### src/rtl/mem_arb_pkg.sv
`default_nettype none
// ============================================================================
//  Module      : mem_arb_pkg
//  Description : Shared types and constants for the unified-memory arbiter.
//  Revision    : 1.0 - initial release
// ============================================================================
package mem_arb_pkg;

    typedef enum logic [1:0] {
        IDLE  = 2'd0,
        ISSUE = 2'd1,
        WAIT  = 2'd2,
        RESP  = 2'd3
    } state_e;

    typedef enum logic {
        OWN_I = 1'b0,
        OWN_D = 1'b1
    } owner_e;

    // Encodings match funct3[1:0] of the load/store instructions.
    localparam logic [1:0] SZ_BYTE = 2'b00;
    localparam logic [1:0] SZ_HALF = 2'b01;
    localparam logic [1:0] SZ_WORD = 2'b10;

    // The reserved encoding 2'b11 is issued to memory as a word access.
    function automatic logic [1:0] norm_size(input logic [1:0] size);
        case (size)
            SZ_BYTE: return SZ_BYTE;
            SZ_HALF: return SZ_HALF;
            default: return SZ_WORD;
        endcase
    endfunction

endpackage
`default_nettype wire

### src/rtl/mem_arbiter_rr_pick2.sv
`default_nettype none
// ============================================================================
//  Module      : rr_pick2
//  Description : Two-way round-robin selector, one-hot grant (bit0 fetch, bit1 data).
//  Revision    : 1.0 - initial release
// ============================================================================
module rr_pick2
    import mem_arb_pkg::*;
(
    input  logic [1:0] req,
    input  owner_e     last_owner,
    output logic [1:0] gnt
);

    always_comb begin
        gnt = req;
        if (req == 2'b11) begin
            gnt = (last_owner == OWN_I) ? 2'b10 : 2'b01;
        end
    end

endmodule
`default_nettype wire

### src/rtl/mem_arbiter.sv
`default_nettype none
// ============================================================================
//  Module      : mem_arbiter
//  Description : Shares one fixed-latency memory port between fetch and data.
//  Revision    : 1.0 - initial release
// ============================================================================
module mem_arbiter
    import mem_arb_pkg::*;
#(
    parameter int ADDR_W      = 32,
    parameter int DATA_W      = 32,
    parameter int MEM_LATENCY = 2
) (
    input  logic              clock,
    input  logic              reset,
    input  logic              i_req,
    input  logic [ADDR_W-1:0] i_addr,
    output logic              i_gnt,
    output logic              i_rvalid,
    output logic [DATA_W-1:0] i_rdata,
    input  logic              d_req,
    input  logic              d_rw,
    input  logic [ADDR_W-1:0] d_addr,
    input  logic [DATA_W-1:0] d_wdata,
    input  logic [1:0]        d_size,
    output logic              d_gnt,
    output logic              d_done,
    output logic [DATA_W-1:0] d_rdata,
    output logic              mem_req,
    output logic              mem_rw,
    output logic [ADDR_W-1:0] mem_addr,
    output logic [DATA_W-1:0] mem_wdata,
    output logic [1:0]        mem_size,
    input  logic [DATA_W-1:0] mem_rdata
);

    localparam int              CNT_W    = $clog2(MEM_LATENCY + 1);
    localparam logic [CNT_W-1:0] CNT_LOAD = CNT_W'(MEM_LATENCY - 1);
    localparam logic [CNT_W-1:0] CNT_ONE  = CNT_W'(1);

    state_e            r_state;
    owner_e            r_owner;
    owner_e            r_last_owner;
    logic [CNT_W-1:0]  r_cnt;
    logic              r_mem_req;
    logic              r_mem_rw;
    logic [ADDR_W-1:0] r_mem_addr;
    logic [DATA_W-1:0] r_mem_wdata;
    logic [1:0]        r_mem_size;
    logic              r_i_rvalid;
    logic              r_d_done;

    logic [1:0]        w_pick;
    logic [1:0]        w_gnt;

    rr_pick2 u_pick (
        .req        ({d_req, i_req}),
        .last_owner (r_last_owner),
        .gnt        (w_pick)
    );

    // Reset gates the grant so nothing is accepted while reset is held.
    assign w_gnt = (r_state == IDLE && !reset) ? w_pick : 2'b00;

    assign i_gnt     = w_gnt[0];
    assign d_gnt     = w_gnt[1];
    assign i_rvalid  = r_i_rvalid;
    assign d_done    = r_d_done;
    assign i_rdata   = mem_rdata;
    assign d_rdata   = mem_rdata;
    assign mem_req   = r_mem_req;
    assign mem_rw    = r_mem_rw;
    assign mem_addr  = r_mem_addr;
    assign mem_wdata = r_mem_wdata;
    assign mem_size  = r_mem_size;

    always_ff @(posedge clock or posedge reset) begin
        if (reset) begin
            r_state      <= IDLE;
            r_owner      <= OWN_I;
            r_last_owner <= OWN_I;
            r_cnt        <= '0;
            r_mem_req    <= 1'b0;
            r_mem_rw     <= 1'b0;
            r_mem_addr   <= '0;
            r_mem_wdata  <= '0;
            r_mem_size   <= 2'b00;
            r_i_rvalid   <= 1'b0;
            r_d_done     <= 1'b0;
        end else begin
            case (r_state)
                IDLE: begin
                    if (w_gnt[1]) begin
                        r_state      <= ISSUE;
                        r_owner      <= OWN_D;
                        r_last_owner <= OWN_D;
                        r_cnt        <= CNT_LOAD;
                        r_mem_req    <= 1'b1;
                        r_mem_rw     <= d_rw;
                        r_mem_addr   <= d_addr;
                        r_mem_wdata  <= d_wdata;
                        r_mem_size   <= norm_size(d_size);
                    end else if (w_gnt[0]) begin
                        r_state      <= ISSUE;
                        r_owner      <= OWN_I;
                        r_last_owner <= OWN_I;
                        r_cnt        <= CNT_LOAD;
                        r_mem_req    <= 1'b1;
                        r_mem_rw     <= 1'b0;
                        r_mem_addr   <= i_addr;
                        r_mem_wdata  <= '0;
                        r_mem_size   <= SZ_WORD;
                    end
                end
                ISSUE: begin
                    r_mem_req <= 1'b0;
                    // A zero load means single-cycle latency: skip WAIT entirely.
                    if (r_cnt == '0) begin
                        r_state    <= RESP;
                        r_i_rvalid <= (r_owner == OWN_I);
                        r_d_done   <= (r_owner == OWN_D);
                    end else begin
                        r_state <= WAIT;
                    end
                end
                WAIT: begin
                    r_cnt <= r_cnt - 1'b1;
                    if (r_cnt == CNT_ONE) begin
                        r_state    <= RESP;
                        r_i_rvalid <= (r_owner == OWN_I);
                        r_d_done   <= (r_owner == OWN_D);
                    end
                end
                RESP: begin
                    r_state    <= IDLE;
                    r_i_rvalid <= 1'b0;
                    r_d_done   <= 1'b0;
                end
                default: r_state <= IDLE;
            endcase
        end
    end

endmodule
`default_nettype wire
### config.mk
export PLATFORM = sky130hd
export DESIGN_NAME = mem_arbiter
export DESIGN_NICKNAME = d
export VERILOG_FILES = /design/src/rtl/mem_arb_pkg.sv /design/src/rtl/mem_arbiter_rr_pick2.sv /design/src/rtl/mem_arbiter.sv
export SDC_FILE = /design/constraint.sdc
export NUM_CORES = 1
export LEC_CHECK = 0
export CORE_MARGIN = 2
export CORE_UTILIZATION = 35
export DETAILED_ROUTE_END_ITERATION = 12
export GPL_TIMING_DRIVEN = 1
export HOLD_SLACK_MARGIN = 0.08
export PLACE_DENSITY_LB_ADDON = 0.1
export SYNTH_ARGS = -nofsm -noshare
export SYNTH_HDL_FRONTEND = slang
export SYNTH_SLANG_ARGS = --single-unit
### constraint.sdc
create_clock -name clock -period 3 [get_ports clock]
set_clock_uncertainty 0.05 [all_clocks]
set_input_delay 0.6 -clock clock [delete_from_list [all_inputs] [get_ports clock]]
set_output_delay 0.6 -clock clock [all_outputs]
set_load 0.03 [all_outputs]
==> metrics.yaml <==
diodes: 0
hold_depth: 1
vias: 2951
rsz0062_at_grt: "false"
root_buffer: "clkbuf_8"
fin_total_pwr_uw: 5340
setup_tns_ps: 0
crit_type: "reg2out"
cts_max_level: 3
ioPinCount: 271
chipHeight_um: 107
synth-seq-area-share_pct: 50.2
drive_above_1_share_pct: 10.7
area_delta_synth_final_pct: 43.2
detail-route-antenna-nets: 0
start_util_pct: 36.1
finalNonFillerCells: 620
yosys-top-cells-area: "dfrtp_1, buf_4, a22o_1"
reg2regPathDepth: 8
path_max_fanout: 5
clockBufferDepth: 2
period_minus_slack_ps: 2520
critPathRequiredTime_ps: 2350
drcViolationCount: 0
clk_latency_ps: 330
outcome: "finished, final reports clean"
fmax_ghz: 0.397
hp-class: "reg2reg"
cts_sinks: 75
synth_cell_type_count: 27
worstPathArrival_ps: 1870
final_cell_mix: "clkdlybuf4s50_1, dfrtp_1, a21oi_1"
hpwl_um: 6780
setup-violations-final: 0
wl_per_cell_um: 15.9
portBuffers: 174
grt_pass1_vias: 2927
vdd_drop_max_v: 0.000453
synthesis.area_mm2: 0.00374
synth_top_cell_by_area: "dfrtp_1"
antenna_found_initial: 0
cts_tree: "yes"
p_per_area_mw_per_mm2: 997
layout_commonest_cell: "clkdlybuf4s50_1"
dr.pass1.iters: 4
max_slew_margin_pct: 71.3
synth_top_area_share_pct: 50.2
clkTransAtPathRegs_ps: 70
drt_iter0_drc: 107
die_x_um: 107
gp_congestion: 0.714
cts_buffers: 9
fp-row-count: 37
holdWs_ps: 448
finalHoldViolations: 0
synth_area_per_cell_um2: 10.1
wl_um: 9890
cts_setup_buffers: 0
grt_overflow: 0
tightest_slew_ps: 429
grt_max_degree: 66
die_area_mm2: 0.0115
worstSetupStartpointType: "flop"
maxCapViolCount: 0
fin_nets: 621
synthesis.instances: 369
ys_seq_elements: 75
n_fill_cell: 984
core-area_mm2: 0.0104
syn_nets: 511
place_inst: 604
finalMaxSlewViolations: 0
synth_warnings: 0
fin_crit_sh_pct: 84.1
via_per_inst: 4.76
track_usage_pct: 16.9
leakagePower_uw: 0.00237
endpoint_kind: "primary output"
grt_pass1_wl_um: 15200
[cell families after synthesis]
kind of cell | count (synthesis) | synth area share, %
mux | 4 | 1.17
fa+ha+maj | 7 | 2.34
buf+inv | 94 | 17.0
flops | 75 | 50.2
compound gates | 109 | 20.5
simple gates | 80 | 8.77
[cell usage after synthesis (all sizes together)]
cell	count
buf	80
dfrtp	75
a21oi	65
nor2	42
a22o	34
nand2	34
inv	10
ha	7
clkbuf	4
o21ai	4
mux2	3
o22ai	3
a211oi	2
a31oi	1
and2b	1
and3	1
mux2i	1
nand2b	1
nand3	1
[final cells by class]
type / instances / area (µm²) / area share [%]
clock inverters: 2 / 35.0 / 0.655
repair buffers: 183 / 1850 / 34.5
inverters: 10 / 38.8 / 0.725
clock buffers: 14 / 153 / 2.85
multi-input cells: 200 / 1230 / 23.0
flip-flops and latches: 75 / 1880 / 35.1
well taps: 136 / 170 / 3.18
[layer usage]
| metal | track usage (%) | share of wire (%) |
|---|---|---|
| met2 | 25.9 | 46 |
| met3 | 5.69 | 9.6 |
| met5 | 0 | 0 |
| met1 | 22.1 | 43 |
| met4 | 6.32 | 1.5 |
[report_power, final]
part           leakage (µW)  switching, µW  internal [µW]
Sequential         0.000907            247           1460
Clock             0.0000947            352            408
Combinational       0.00137           1610           1260
Total               0.00237           2210           3130
[per-stage QoR]
| stage | utilization, % | area [µm²] | worst slack [ps] |
|---|---|---|---|
| CTS | 51.6 | 5350 | 43.9 |
| floorplan | - | 3740 | 440 |
| global route | 51.6 | 5350 | 348 |
| global placement | 49.8 | 5160 | 160 |
| detailed placement | 49.8 | 5160 | 154 |
| finish | 51.6 | 5350 | 478 |
[timing repair]
action / 4_1_cts / 5_1_grt
setup endpoints to repair: 0 / 1
hold buffers: 0 / 0
resized for setup: 0 / 1
[path summary, 6_finish.rpt]
kind | start | to | slack, ps
max in group asynchronous | reset | mem_addr[20] | 1710
hold reg to reg | mem_wdata[20] | mem_wdata[20] | 450
setup / recovery | r_state[0] | i_gnt | 480
setup reg to reg | r_state[0] | mem_addr[8] | 1070
hold / removal | mem_wdata[20] | mem_wdata[20] | 450
min in group asynchronous | reset | r_last_owner | 590
[registers in the layout, indices dropped and copies added, names as in the netlist]
register      flops
d_done            1
r_state           2
mem_rw            1
mem_size          2
r_cnt             2
r_last_owner      1
mem_req           1
i_rvalid          1
mem_addr         32
mem_wdata        32
[critical path, cell delays in order, from the launching register on]
cell	delay, ps
dfrtp_1	410
inv_1	150
ha_1	250
nand2b_1	120
a211oi_1	270
dlymetal6s2s_1	330
Power figures use the tool's default switching activity.
